--- src/rtl/mem_req_scheduler.sv ---
// mem_req_scheduler: arbitrates icache/dcache onto one tagged memory port and
// routes each tagged completion back to its owner with the original address.
module mem_req_scheduler #(
  parameter int XLEN            = 32,
  parameter int MAX_OUTSTANDING = 8,
  parameter int STARVE_LIMIT    = 4
) (
  input  logic            clock,
  input  logic            reset,
  input  logic [1:0]      icache_command,
  input  logic [XLEN-1:0] icache_addr,
  output logic            icache_grant,
  input  logic [1:0]      dcache_command,
  input  logic [XLEN-1:0] dcache_addr,
  input  logic [63:0]     dcache_data,
  output logic            dcache_grant,
  output logic [1:0]      proc2mem_command,
  output logic [XLEN-1:0] proc2mem_addr,
  output logic [63:0]     proc2mem_data,
  input  logic [3:0]      mem2proc_response,
  input  logic [63:0]     mem2proc_data,
  input  logic [3:0]      mem2proc_tag,
  output logic            resp_valid,
  output logic            resp_which,
  output logic [63:0]     resp_data,
  output logic [XLEN-1:0] resp_addr,
  output logic [3:0]      outstanding_count,
  output logic            spurious_tag
);
  localparam logic [1:0] BUS_NONE  = 2'd0;
  localparam logic [1:0] BUS_LOAD  = 2'd1;
  localparam logic [1:0] BUS_STORE = 2'd2;
  localparam logic ICACHE = 1'b0;
  localparam logic DCACHE = 1'b1;
  localparam logic [3:0] MAX_OUT    = 4'(MAX_OUTSTANDING);
  localparam logic [7:0] STARVE_MAX = 8'(STARVE_LIMIT);

  logic [15:0]     r_valid;
  logic            r_owner [16];
  logic [XLEN-1:0] r_addr  [16];
  logic [3:0]      r_count;
  logic [7:0]      r_starve;
  logic            r_spurious;

  logic        w_i_req, w_d_load, w_d_store, w_load_ok, w_i_elig, w_d_elig;
  logic        w_sel_i, w_sel_d, w_acc, w_alloc, w_hit, w_unknown, w_clash, w_inc;
  logic [15:0] w_valid_next;

  // an icache store is illegal and simply never requests
  assign w_i_req   = icache_command == BUS_LOAD;
  assign w_d_load  = dcache_command == BUS_LOAD;
  assign w_d_store = dcache_command == BUS_STORE;
  assign w_load_ok = r_count < MAX_OUT;
  assign w_i_elig  = !reset && w_i_req && w_load_ok;
  assign w_d_elig  = !reset && (w_d_store || (w_d_load && w_load_ok));
  assign w_sel_i   = w_i_elig && (r_starve == STARVE_MAX || !w_d_elig);
  assign w_sel_d   = w_d_elig && !w_sel_i;
  assign w_acc     = |mem2proc_response;

  assign icache_grant     = w_sel_i && w_acc;
  assign dcache_grant     = w_sel_d && w_acc;
  assign proc2mem_command = w_sel_i ? BUS_LOAD : w_sel_d ? dcache_command : BUS_NONE;
  assign proc2mem_addr    = w_sel_i ? icache_addr : w_sel_d ? dcache_addr : '0;
  assign proc2mem_data    = (w_sel_d && w_d_store) ? dcache_data : '0;

  assign w_alloc   = (icache_grant || dcache_grant) && proc2mem_command == BUS_LOAD;
  assign w_hit     = !reset && |mem2proc_tag && r_valid[mem2proc_tag];
  assign w_unknown = |mem2proc_tag && !r_valid[mem2proc_tag];
  // a live entry being re-granted is an overwrite, unless it retires this same cycle
  assign w_clash   = r_valid[mem2proc_response] && !(w_hit && mem2proc_tag == mem2proc_response);
  assign w_inc     = w_alloc && !w_clash;

  assign resp_valid        = w_hit;
  assign resp_which        = r_owner[mem2proc_tag];
  assign resp_addr         = r_addr[mem2proc_tag];
  assign resp_data         = mem2proc_data;
  assign outstanding_count = r_count;
  assign spurious_tag      = r_spurious;

  always_comb begin
    w_valid_next = r_valid;
    if (w_hit) w_valid_next[mem2proc_tag] = 1'b0;
    if (w_alloc) w_valid_next[mem2proc_response] = 1'b1;
  end

  always_ff @(posedge clock or posedge reset) begin
    if (reset) begin
      r_valid    <= '0;
      r_count    <= '0;
      r_starve   <= '0;
      r_spurious <= 1'b0;
    end else begin
      r_valid    <= w_valid_next;
      r_count    <= r_count + 4'(w_inc) - 4'(w_hit);
      r_starve   <= (w_i_req && !icache_grant) ? ((r_starve == STARVE_MAX) ? r_starve : r_starve + 8'd1) : '0;
      r_spurious <= r_spurious || w_unknown || (w_alloc && w_clash);
    end
  end

  always_ff @(posedge clock) begin
    if (w_alloc) begin
      r_owner[mem2proc_response] <= dcache_grant ? DCACHE : ICACHE;
      r_addr[mem2proc_response]  <= proc2mem_addr;
    end
  end
endmodule

--- config.mk ---
export PLATFORM = sky130hd
export DESIGN_NAME = mem_req_scheduler
export DESIGN_NICKNAME = d
export VERILOG_FILES = /design/src/rtl/mem_req_scheduler.sv
export SDC_FILE = /design/constraint.sdc
export NUM_CORES = 1
export LEC_CHECK = 0
export ABC_AREA = 1
export ABC_CLOCK_PERIOD_IN_PS = 3000
export CAP_MARGIN = 20
export CORE_MARGIN = 2
export CORE_UTILIZATION = 48
export CTS_CLUSTER_DIAMETER = 40
export DETAILED_ROUTE_END_ITERATION = 12
export PLACE_DENSITY = 0.75
export SLEW_MARGIN = 20
export SYNTH_ARGS = -nofsm -noshare
export SYNTH_HDL_FRONTEND = slang
export SYNTH_SLANG_ARGS = --single-unit
--- constraint.sdc ---
create_clock -name clock -period 3 [get_ports clock]
set_input_delay 0.3 -clock clock [delete_from_list [all_inputs] [get_ports clock]]
set_output_delay 0.3 -clock clock [all_outputs]
set_load 0.01 [all_outputs]
* Word-level counts from Yosys, hierarchy flattened
Memories as Yosys holds them, arrays and structs flattened.
Cells that the tools add are included.
** Operators by class
- Add/sub/neg operators :: 3
- Multiply operators :: 0
- Divide/modulo/power cells :: 0
- Order comparisons :: 5
- Equality and inequality tests :: 7
- Shift-type cells :: 0
- Mux-type cells :: 20
- Bitwise operators :: 3
- Reduce and logical (&&, ||, !) cells :: 34
** Operators with widths (count)
- $mux 32 :: 2
- $mux 64 :: 1
- $mux 16 :: 2
- $logic_and 1x1->1 :: 20
- $and 16x16->16 :: 1
- $mux 8 :: 2
- $not 16->16 :: 1
- $or 16x16->16 :: 1
- $lt 4x5->1 const B :: 2
- $add 8x1->8 const B :: 1
- $bmux 1 s4 :: 2
- $demux 1 s4 :: 2
- $eq 8x3->1 const B :: 1
- $ge 4x1->1 const B :: 2
- $reduce_or 4->1 :: 2
- $logic_not 1->1 :: 7
- $mux 1 :: 7
- $eq 2x1->1 const B :: 3
- $logic_or 1x1->1 :: 5
- $add 4x1->4 :: 1
- $eq 4x4->1 :: 1
- $lt 4x4->1 const B :: 1
- $mux 2 :: 2
- $sub 4x1->4 :: 1
- other kinds (2) :: 2
** Storage, ports and cells
- Flip-flop bits (word level) :: 29
- Bits in latches :: 0
- Memory bits (writable) :: 528
- Memory bits (read-only) :: 0
- Bits of input ports :: 206
- Logic and storage cells :: 78
- Memories :: 2
** Memory list
- r_addr :: words 16, width 32, read ports 1, clocked after Yosys merged registers in 0, wr ports 1, RTL line 40 : logic [XLEN-1:0] r_addr [16];
- r_owner :: words 16, width 1, read ports 1, clocked after Yosys merged registers in 0, wr ports 1, RTL line 39 : logic r_owner [16];

* Logic depth before layout (Yosys ltp)
Gate-level depths: netlist of the first run.
- Depth after elaboration :: 16
- Depth in mapped cells :: 19

* Worst setup path before layout of the first run
No wires, ideal clock.
- Path kind :: in2reg
- From :: in reset
- To :: reg r_count[2], in the netlist outstanding_count[2]
- Setup time :: 0.123 ns
- Data arrival time :: 2.747 ns
- Required time :: 2.877 ns
- Slack :: 0.130 ns
- Stages on the path :: 15
- Path buffers :: 1
- Cell sequence :: inv_2 -> nand2_2 -> nor2_1 -> nor2_1 -> a21oi_4 -> nand2_1 -> a21oi_4 -> buf_6 -> nand2_1 -> ha_1 -> inv_1 -> ha_1 -> inv_1 -> fa_1 -> xnor2_1
** On the way
- Word-level cells in the longest chain between the ends :: 14
- Elaborated cells on any way between the ends :: 25
** Ends and longest elaborated chain
- from (decl) :: RTL line 9 : input logic reset,
- $logic_not 1->1 (no source line) (*)
- $logic_and 1x1->1 :: RTL line 55 : assign w_d_elig = !reset && (w_d_store || (w_d_load && w_load_ok));
- $logic_not 1->1 :: RTL line 56 : assign w_sel_i = w_i_elig && (r_starve == STARVE_MAX || !w_d_elig);
- $logic_or 1x1->1 :: RTL line 56
- $logic_and 1x1->1 :: RTL line 56
- $logic_not 1->1 :: RTL line 57 : assign w_sel_d = w_d_elig && !w_sel_i;
- $logic_and 1x1->1 :: RTL line 57
- $mux 2 (2 in a row) :: RTL line 62 : assign proc2mem_command = w_sel_i ? BUS_LOAD : w_sel_d ? dcache_command : BUS_NONE;
- $eq 2x1->1 :: RTL line 66 : assign w_alloc = (icache_grant || dcache_grant) && proc2mem_command == BUS_LOAD;
- $logic_and 1x1->1 :: RTL line 66
- $logic_and 1x1->1 :: RTL line 71 : assign w_inc = w_alloc && !w_clash;
- $add 4x1->4 :: RTL line 94 : r_count <= r_count + 4'(w_inc) - 4'(w_hit);
- $sub 4x1->4 (*) :: RTL line 94
- to (signal assigned) :: RTL line 94
- to (decl) :: RTL line 41 : logic [3:0] r_count;
Every way passes the cells marked *; elsewhere a longest branch is shown, timed or not.
A chain may end at the register's enable or synchronous reset.

* Worst setup path after layout of the first run
- From :: in mem2proc_tag[0]
- To :: out resp_addr[29]
** On the way
- Word-level cells in the longest chain between the ends :: 1
** Ends and longest elaborated chain
- from (decl) :: RTL line 22 : input logic [3:0] mem2proc_tag,
- $mem_v2 16x32
- to (decl) :: RTL line 26 : output logic [XLEN-1:0] resp_addr,
Every way passes these cells.

==> key figures, run 1 <==
Logic synthesis
  – Synth Flop Type: edfxtp_1
  – Area leader, netlist: edfxtp_1
  – Synth Instances: 1758
  – Synth cell types: 36
  – Yosys top cell area share: 69.00%
  – Synth Cell Area: 0.02298 mm2
  – Register area share after synthesis: 72.16%
  – Async S/R FF share, synth: 5.206%
  – EDFF count, synth: 528
  – Largest cells by area after synthesis: edfxtp_1 69%, a22oi_1 8.6%, nand2_1 6.2%
  – Yosys warnings: 0
  – Synthesized flop and latch total: 557
  – Mean Syn Cell Area: 13.07 um2

Drt
  – Residual DRC count: 0
  – DR iter-0 viols: 1493
  – Remaining antenna violation count after routing: 0
  – DR pass1 iterations: 5
  – Drt total wl: 68010 um
  – Avg WL per Cell: 24.52 um
  – Vias: 15846
  – Vias/cell: 5.712

Critical path
  – Crit path DAT: 2.66 ns
  – WP data required: 2.70 ns
  – CP Capture Type: output port
  – Nature of the critical path startpoint: input pin
  – CP max FO: 38
  – Critical path class: in2out

Placement
  – Hpwl dp: 42420 um
  – Final GP Congestion: 0.9146
  – Port-buffer cells: 280
  – Post-DP Area: 0.02739 mm2
  – Dpl cells: 2660

Global routing
  – Total Routing Usage GR: 26.49%
  – Vias in the first global route: 15553
  – GR Overflow Total: 0
  – Global-route wire length before repair: 97260 um
  – Largest net degree at the start of global routing: 39
  – Initial antenna violation count: 0

Floorplan
  – Starting Density: 48.43%
  – # rows: 80
  – Die Width: 222.8 um
  – Die area: 0.04964 mm2
  – Die Ht: 222.8 um
  – Placeable Area: 0.04745 mm2
  – Ports: 409

Timing
  – Final Max Slew Viols: 0
  – Worst-margin pin slew: 0.5445 ns
  – Final Setup Violations: 0
  – RSZ-0062 raised after global routing: true
  – Relative slew margins: 63.56%
  – Final hold viol count: 0
  – Final hold slack: 0.1083 ns
  – Fin crit period: 2.956 ns
  – Fin crit share: 98.52%
  – Clk_skew: 0.02791 ns
  – Fmax achieved: 0.3383 GHz

Clocking
  – Clock sink count: 557
  – Root Driver: clkbuf_16
  – Bufs on Longest Clock Path: 3
  – CTS Hold Bufs: 0
  – CTS clk-pin slew, worst paths: 0.06 ns
  – CTS tree: built
  – Cts bufs inserted: 56
  – Latest clock arrival within the worst-skew pair: 0.60 ns
  – Htree depth: 2

Run status
  – Status: completed

Finish
  – Layout cell share with drive strength beyond 1: 12.83%
  – Antenna diode count: 0
  – Area delta synth->final: 28.32%
  – Final nets: 2328
  – Utilization after layout: 62.14%
  – Final Cell Area: 0.02948 mm2
  – Final Non-Filler Cells: 2774

Power and ir drop
  – VDD IR max: 536.7 uV
  – Lkg Pwr: 0.01192 uW
  – Power density over the cells: 596.4 mW/mm2

Run
  – Maxcap violations: 0

Min path
  – Hold Crit Class: in2async
[logic make-up after synthesis]
group | Yosys count | synth area share (%)
AOI/OAI and AO/OA | 322 | 10.77
xor gates and xnor gates | 6 | 0.2288
adders and majority gates | 7 | 0.4138
buffers and inverters | 286 | 5.941
DFF | 557 | 72.16
other | 1 | 0.01632
and+or+nand+nor | 579 | 10.47
[path summary, 6_finish.rpt]
| kind | slack, ns | cells after the start | startpoint | to |
|---|---|---|---|---|
| max reg2reg | 0.34 | 15 | r_starve[0] | outstanding_count[2] |
| max | 0.04 | 10 | mem2proc_tag[0] | resp_addr[29] |
| max in group asynchronous | 2.57 | 3 | reset | r_valid[13] |
| min reg2reg | 0.44 | 0 | r_valid[0] | r_valid[0] |
| min in group clock | 0.44 | 0 | r_valid[0] | r_valid[0] |
| min | 0.11 | 3 | reset | outstanding_count[2] |
[flip-flops by register name, indices dropped and copies added, names as in the netlist]
| register | cells |
|---|---|
| r_addr | 512 |
| r_owner | 16 |
| r_valid | 16 |
| r_starve | 8 |
| outstanding_count | 4 |
| spurious_tag | 1 |
[report_power, final]
part | internal (uW) | switching [uW] | leakage, uW
clock network | 3760 | 2880 | 0.000845
registers | 8750 | 86.6 | 0.00513
logic | 948 | 1160 | 0.00594
[worst max-delay path: stages]
cell	delay (ns)
clkdlybuf4s50_1	0.54
buf_4	0.18
nand2_1	0.13
inv_6	0.19
buf_16	0.24
a22oi_1	0.13
nand2_1	0.09
nand2_1	0.06
nand4_1	0.19
clkdlybuf4s50_1	0.57
[per-layer routing]
layer	part of all wire [%]	GRT usage [%]	vias to the layer above
met5	0	0	-
met4	3.7	10.72	0
met3	11	7.220	122
met2	51	46.41	957
met1	35	30.85	7701
li1	-	-	7066
[synthesized netlist by cell type, types with 6 or more instances]
| library cell | count |
|---|---|
| edfxtp_1 | 528 |
| ha_1 | 6 |
| a21oi_1 | 14 |
| buf_1 | 9 |
| dfrtp_1 | 29 |
| clkbuf_1 | 49 |
| a32o_1 | 32 |
| inv_1 | 115 |
| nand2_1 | 382 |
| inv_2 | 15 |
| buf_4 | 65 |
| nand3_1 | 34 |
| nor2_1 | 98 |
| a22oi_1 | 264 |
| nand4_1 | 36 |
| buf_2 | 32 |
| nand2_2 | 7 |
| nor3_1 | 7 |
[layout by cell type, fill, tap and decap left out, types with 5 or more instances in the layout]
cell and count:
nand2_2 7, clkbuf_16 59, nor2_4 10, clkinv_1 14
dlymetal6s2s_1 43, clkdlybuf4s50_1 186, a21boi_0 5, inv_2 12
clkbuf_1 8, dlygate4sd2_1 50, buf_4 85, nor2_1 92
a21oi_1 13, nand4_1 36, inv_1 115, nor3_1 7
clkinv_2 7, edfxtp_1 528, a22oi_1 264, a32o_1 22
clkinvlp_4 6, nand3_2 5, conb_1 33, a32o_2 10
buf_12 49, nand3_1 34, ha_1 6, nand2_1 381
dfrtp_1 29
[area by class of cell]
type,count,area (um2)
inverter,130,509.2
multi-input combinational,947,5234
timing repair buffer,422,4626
clock inverter,37,302.8
clock buffer,65,1456
tap,615,769.5
fill,3460,17960
sequential,557,16580
timing repair inverter,1,6.256
[through the flow]
stage	setup slack, ns	setup TNS [ns]	power [uW]
6_report	0.04436	0	17590
4_1_cts	-0.04647	-0.1500	17630
5_1_grt	-0.07004	-0.3329	18130
3_5_place_dp	-0.1759	-1.319	11050
3_3_place_gp	-0.1725	-0.4800	11000
2_1_floorplan	0.1302	0	10020
[repair_timing]
action	CTS	global route
gates resized for setup	82	54
gates cloned	2	2
buffers inserted	6	2
setup endpoints to repair	97	67
pin swaps	6	5
endpoints found under the hold margin	0	0
Power figures use the tool's default switching activity.
==> run 2, diff against run 1 <==
--- a/config.mk
+++ b/config.mk
@@ -12,7 +12,7 @@
 export CORE_UTILIZATION = 48
 export CTS_CLUSTER_DIAMETER = 40
 export DETAILED_ROUTE_END_ITERATION = 12
-export PLACE_DENSITY = 0.75
+export PLACE_DENSITY = 0.77
 export SLEW_MARGIN = 20
 export SYNTH_ARGS = -nofsm -noshare
 export SYNTH_HDL_FRONTEND = slang
==> run 2 against run 1 <==
  * Design area rose by 0.10%
  * Register-to-register slack got worse by 0.13 ns
  * Maximum frequency rose by 1.7%
  * Non-clock buffer count rose by 4
  * Flip-flop and latch count did not move
  * Clock-buffer cell count rose by 8
  * Final cell count rose by 0.40%
  * Critical endpoint unchanged
==> key figures, run 2 (synthesis results as in run 1) <==
Finish
  – Max FFs per register: 512 (unchanged)
  – Biggest regs: r_addr (512), r_owner (16), r_valid (16)
  – Most frequent cells in the layout: 528 x edfxtp_1, 381 x nand2_1, 264 x a22oi_1
  – Layout cell share with drive strength beyond 1: 13.55% (+0.72 points)
  – Area delta synth->final: 28.45%
  – Seq. cell area: 0.01658 mm2 (unchanged)
  – Final nets: 2335 (+0.30%)
  – Utilization after layout: 62.21% (+0.063 points)
  – Biggest register: r_addr
  – Most common cell after layout, fill and taps aside: edfxtp_1
  – Fill cells: 3447 (-0.38%)
  – Multi-input gate area: 0.005219 mm2 (-0.29%)

Clocking
  – Bufs on Longest Clock Path: 3 (unchanged)
  – Clock sink count: 557 (unchanged)
  – CTS Hold Bufs: 0 (unchanged)
  – Root Driver: clkbuf_16
  – Latest clock arrival within the worst-skew pair: 0.61 ns (about the same)
  – Htree depth: 2 (unchanged)
  – Cts bufs inserted: 60 (+7.1%)
  – CTS tree: built
  – CTS clk-pin slew, worst paths: 0.05 ns (about the same)

Timing
  – Fin crit share: 96.86% (-1.7 points)
  – RSZ-0062 raised after global routing: true
  – Fmax achieved: 0.3441 GHz (+1.7%)
  – Relative slew margins: 66.99% (+3.4 points)
  – Post-route worst setup slack: 0.09422 ns (+0.04986 ns)
  – Clk_skew: 0.03090 ns (+0.002997 ns)
  – Setup TNS Final: 0 ns (unchanged)
  – Fin crit period: 2.906 ns (-0.04986 ns)
  – Final Setup Violations: 0 (unchanged)
  – Final Max Slew Viols: 0 (unchanged)
  – Worst-margin pin slew: 0.4906 ns (-0.05392 ns)
  – Final hold slack: 0.1020 ns (-0.006259 ns)
  – Final hold viol count: 0 (unchanged)

Critical path
  – CP Capture Type: output port
  – CP max FO: 12 (-68%)
  – Worst reg2reg path depth: 15 (unchanged)
  – Nature of the critical path startpoint: input pin
  – Crit path DAT: 2.61 ns (-0.05 ns)
  – Critical path class: in2out
  – WP data required: 2.70 ns (about the same)

Drt
  – Residual DRC count: 0 (unchanged)
  – DR pass1 iterations: 5 (unchanged)
  – Vias: 15996 (+0.95%)
  – Avg WL per Cell: 24.88 um (+1.5%)
  – Vias/cell: 5.744 (+0.55%)
  – Remaining antenna violation count after routing: 0 (unchanged)
  – DR iter-0 viols: 1671 (+12%)
  – Drt total wl: 69280 um (+1.9%)

Placement
  – Pre-CTS WS: 0.05805 ns (+0.2339 ns)
  – Final GP Congestion: 0.9118 (-0.31%)
  – Port-buffer cells: 280 (unchanged)
  – Hpwl dp: 43080 um (+1.5%)

Global routing
  – Vias in the first global route: 15911 (+2.3%)
  – GR Overflow Total: 0 (unchanged)
  – Initial antenna violation count: 3 (+3)
  – Total Routing Usage GR: 26.86% (+0.36 points)
  – Global-route wire length before repair: 99220 um (+2.0%)
  – Largest net degree at the start of global routing: 59 (+51%)

Floorplan
  – Die area: 0.04964 mm2 (unchanged)
  – Die Ht: 222.8 um (unchanged)
  – Die Width: 222.8 um (unchanged)
  – Starting Density: 48.43% (unchanged)
  – Ports: 409 (unchanged)
  – Placeable Area: 0.04745 mm2 (unchanged)
  – # rows: 80 (unchanged)

Power and ir drop
  – Power Total: 17960 uW (+2.1%)
  – Lkg Pwr: 0.01181 uW (-0.95%)
  – VDD IR max: 572.8 uV (+6.7%)
  – Power density over the cells: 608.6 mW/mm2 (+2.0%)

Run
  – Maxcap violations: 0 (unchanged)

Min path
  – Hold Crit Class: in2async

Run status
  – Status: completed
run 2: cell count changes in the layout (fill, tap and decap cells not counted), moves of 4 or more:
cell / change
buf_12: -4
clkbuf_1: +4
clkbuf_16: +6
dlymetal6s2s_1: -12
clkdlybuf4s50_1: -18
clkdlybuf4s15_1: +4
dlygate4sd2_1: +23
clkinv_1: -8
buf_4: +8
run 2: final cells by class:
type / count / area share (%)
Clock buffer: 73 / 5.325
Antenna cell: 1 / 0.008479
Tap cell: 615 / 2.607
Sequential cell: 557 / 56.18
Inverter: 130 / 1.687
Timing Repair Buffer: 426 / 15.39
Clock inverter: 36 / 1.119
Multi-Input combinational cell: 947 / 17.68
run 2: stage by stage:
stage / instance area [um2] / cells
finish: 29510 / 2785
global route: 29510 / 2785
CTS: 29260 / 2773
detailed placement: 27320 / 2657
global placement: 27320 / 2657
floorplan: 23100 / 1790
run 2: report_power, final:
part           internal (uW)  switching [uW]
sequential              8750            91.3
clock                   4030            3000
combinational            930            1160
run 2: timing repair:
item	4_1_cts	5_1_grt
cloned	1	4
resized for setup	105	52
setup endpoints to repair	96	83
buffers inserted	6	7
endpoints found under the hold margin	0	0
pin swaps	5	5
run 2: path summary, 6_finish.rpt:
path | to | start | slack, ns
min in group clock | r_valid[0] | r_valid[0] | 0.45
setup / recovery | resp_addr[29] | mem2proc_tag[0] | 0.09
max in group asynchronous | r_valid[15] | reset | 2.63
hold reg to reg | r_valid[0] | r_valid[0] | 0.45
hold / removal | r_starve[5] | reset | 0.10
setup reg to reg | outstanding_count[2] | r_starve[0] | 0.21
run 2: worst max-delay path: stages:
cell and delay, ns:
clkdlybuf4s50_1 0.53, inv_2 0.12, buf_4 0.16, nor2_4 0.16, buf_4 0.16, clkbuf_16 0.17
a22oi_1 0.09, nand2_1 0.09, nand2_1 0.05, nand4_1 0.19, clkdlybuf4s50_1 0.58
run 2: metal layers:
layer	wire (um)	global-route usage, %	part of all wire, %
met5	56	0.5865	0.081
met4	2232	9.699	3.2
met3	7188	6.996	10
met2	35880	47.71	52
met1	23920	31.33	35
==> run 3, diff against run 2 <==
--- a/config.mk
+++ b/config.mk
@@ -13,6 +13,7 @@
 export CTS_CLUSTER_DIAMETER = 40
 export DETAILED_ROUTE_END_ITERATION = 12
 export PLACE_DENSITY = 0.77
+export REMOVE_ABC_BUFFERS = 1
 export SLEW_MARGIN = 20
 export SYNTH_ARGS = -nofsm -noshare
 export SYNTH_HDL_FRONTEND = slang
==> run 3 against run 2 <==
  * Die area did not move
  * Sequential power barely moved
  * Clock-buffer cell count did not move
  * Largest power group unchanged
  * Highest routed layer unchanged
  * Via count rose by 2.3%
  * First-iteration DRC count rose by 14%
  * Critical path depth fell by 2
  * Utilization fell by 0.36 points
  * Flip-flop and latch count did not move
==> key figures, run 3 (synthesis results as in run 1) <==
Critical path
  – R2R setup slack: 0.15 ns (-0.06 ns)
  – Critical R2R Launch: r_starve[0]
  – Nature of the critical path startpoint: register
  – Critical path class: reg2out
  – Worst reg2reg path depth: 15 (unchanged)
  – Crit path DAT: 2.64 ns (+0.03 ns)
  – CP max FO: 4 (-8)
  – Worst reg2reg endpoint: outstanding_count[2]
  – WP data required: 2.70 ns (about the same)
  – Crit path from: r_starve[0]
  – CP Capture Type: output port

Floorplan
  – Ports: 409 (unchanged)
  – # rows: 80 (unchanged)
  – Die area: 0.04964 mm2 (unchanged)
  – Die Width: 222.8 um (unchanged)
  – Placeable Area: 0.04745 mm2 (unchanged)
  – Starting Density: 48.43% (unchanged)
  – Die Ht: 222.8 um (unchanged)

Clocking
  – Bufs on Longest Clock Path: 3 (unchanged)
  – Root Driver: clkbuf_16
  – Latest clock arrival within the worst-skew pair: 0.62 ns (about the same)
  – CTS tree: built
  – Clock sink count: 557 (unchanged)
  – Htree depth: 2 (unchanged)
  – Cts bufs inserted: 60 (unchanged)
  – CTS clk-pin slew, worst paths: 0.06 ns (about the same)

Placement
  – Dpl cells: 2653 (-0.15%)
  – Hpwl dp: 39860 um (-7.5%)
  – Port-buffer cells: 280 (unchanged)
  – Final GP Congestion: 0.8971 (-1.6%)

Drt
  – Avg WL per Cell: 24.61 um (-1.1%)
  – Drt total wl: 68490 um (-1.1%)
  – Remaining antenna violation count after routing: 0 (unchanged)
  – Vias: 16367 (+2.3%)
  – DR iter-0 viols: 1905 (+14%)
  – Residual DRC count: 0 (unchanged)
  – Vias/cell: 5.881 (+2.4%)
  – DR pass1 iterations: 7 (+2)

Global routing
  – Largest net degree at the start of global routing: 49 (-17%)
  – M2 GR Usage: 42.67% (-5.0 points)
  – GR Overflow Total: 0 (unchanged)
  – Initial antenna violation count: 2 (-1)
  – Grt peak-use layer: met2
  – Vias in the first global route: 16293 (+2.4%)
  – Global-route wire length before repair: 99650 um (+0.43%)
  – GR Layer Usage met3: 10.79% (+3.8 points)
  – Total Routing Usage GR: 26.99% (+0.13 points)
  – Met1 Usage GRT: 33.50% (+2.2 points)

Timing
  – Final hold viol count: 0 (unchanged)
  – Final Setup Violations: 0 (unchanged)
  – Final Max Slew Viols: 0 (unchanged)
  – Clk_skew: 0.01683 ns (-0.01407 ns)
  – Fin crit period: 2.936 ns (+0.03039 ns)
  – Fmax achieved: 0.3406 GHz (-1.0%)
  – RSZ-0062 raised after global routing: true
  – Fin crit share: 97.87% (+1.0 points)

Run
  – Maxcap violations: 0 (unchanged)

Run status
  – Status: completed

Finish
  – Final nets: 2330 (-0.21%)
  – Multi-input gate area: 0.005206 mm2 (-0.24%)
  – Max FFs per register: 512 (unchanged)
  – Biggest register: r_addr
  – Biggest regs: r_addr (512), r_owner (16), r_valid (16)
  – Area delta synth->final: 27.71%
  – Fill cells: 3419 (-0.81%)
  – Final Non-Filler Cells: 2783 (-0.072%)
  – Most common cell after layout, fill and taps aside: edfxtp_1
  – Layout cell share with drive strength beyond 1: 15.68% (+2.1 points)
  – Most frequent cells in the layout: 528 x edfxtp_1, 381 x nand2_1, 264 x a22oi_1
  – Seq. cell area: 0.01658 mm2 (unchanged)
  – Antenna diode count: 0 (-1)

Power and ir drop
  – Power density over the cells: 631.6 mW/mm2 (+3.8%)
  – Sequential power share: 47.7% (-1.5 points)
  – Lkg Pwr: 0.01141 uW (-3.3%)
  – Combinational Power Share: 11.3% (-0.3 points)
  – Sw frac: 23.80% (+0.11 points)
  – VDD IR max: 504.8 uV (-12%)
  – Power Total: 18530 uW (+3.2%)
  – Sw power: 4410 uW (+3.7%)
  – Clock power share: 41.1% (+2.0 points)
  – Pint: 14120 uW (+3.0%)

Min path
  – Hold Crit Class: in2async
## run 3: changes by cell type in the layout (fill, tap and decap cells not counted), sizes merged, moves of 2 or more
cell	previous run	this run
inv	138	140
clkdlybuf4s50	168	180
dlygate4sd2	73	28
bufinv	3	7
dlymetal6s2s	31	13
clkbuf	80	117
buf	141	149
## run 3: routing by layer
metal	share of wire [%]	wire, um
met5	0.33	229
met2	46	31660
met3	13	9060
met4	3.3	2294
met1	37	25250
## run 3: area by class of cell
class | count | area share, %
Clock inverter | 40 | 1.676
Sequential cell | 557 | 56.51
Timing Repair Buffer | 419 | 14.24
Inverter | 130 | 1.731
Multi-Input combinational cell | 947 | 17.74
Timing Repair inverter | 2 | 0.05970
Tap cell | 615 | 2.622
Clock buffer | 73 | 5.420
## run 3: repair_timing
item / CTS / global route
gates cloned: 0 / 3
hold buffers: 0 / 0
buffers inserted: 8 / 6
pin swaps: 5 / 4
setup endpoints to repair: 96 / 113
gates resized for setup: 151 / 100
## run 3: worst max path at each step
stage / endpoint / slack, ns / depth (start not counted)
6_report: proc2mem_command[0] / 0.06 / 9
5_1_grt: proc2mem_command[0] / -0.07 / 9
4_1_cts: proc2mem_data[15] / -0.02 / 13
3_5_place_dp: outstanding_count[2] / -0.08 / 18
3_3_place_gp: outstanding_count[2] / -0.001 / 18
2_1_floorplan: outstanding_count[2] / -0.51 / 12
## run 3: power by group through the flow
| stage | sequential (uW) | clock, uW | combinational (uW) |
|---|---|---|---|
| 3_5_place_dp | 8990 | 0 | 2050 |
| 3_3_place_gp | 8990 | 0 | 1980 |
| 5_1_grt | 8840 | 7970 | 2250 |
| 4_1_cts | 8830 | 7690 | 2050 |
| 2_1_floorplan | 8990 | 0 | 902 |
| 6_report | 8830 | 7610 | 2090 |
## run 3: per-stage QoR
stage | cell area (um2) | hold WS (ns) | utilization [%] | setup slack [ns] | TNS (ns)
6_report | 29340 | 0.1773 | 61.85 | 0.06383 | 0
5_1_grt | 29340 | 0.2163 | 61.85 | -0.06693 | -0.3340
4_1_cts | 29420 | 0.1583 | 62.00 | -0.02146 | -0.02200
3_5_place_dp | 27280 | 0.4295 | 57.49 | -0.08143 | -0.1222
3_3_place_gp | 27280 | 0.4276 | 57.49 | -0.001118 | -0.001118
2_1_floorplan | 22220 | 0.2244 | - | -0.5137 | -188.74
## run 3: worst max-delay path, cell delays in order, from the launching register on
cell	delay [ns]
dfrtp_1	0.35
inv_1	0.06
ha_2	0.20
nor3b_2	0.15
nand2_1	0.13
nand2_4	0.10
buf_4	0.16
a21oi_1	0.29
inv_1	0.08
clkdlybuf4s50_1	0.48
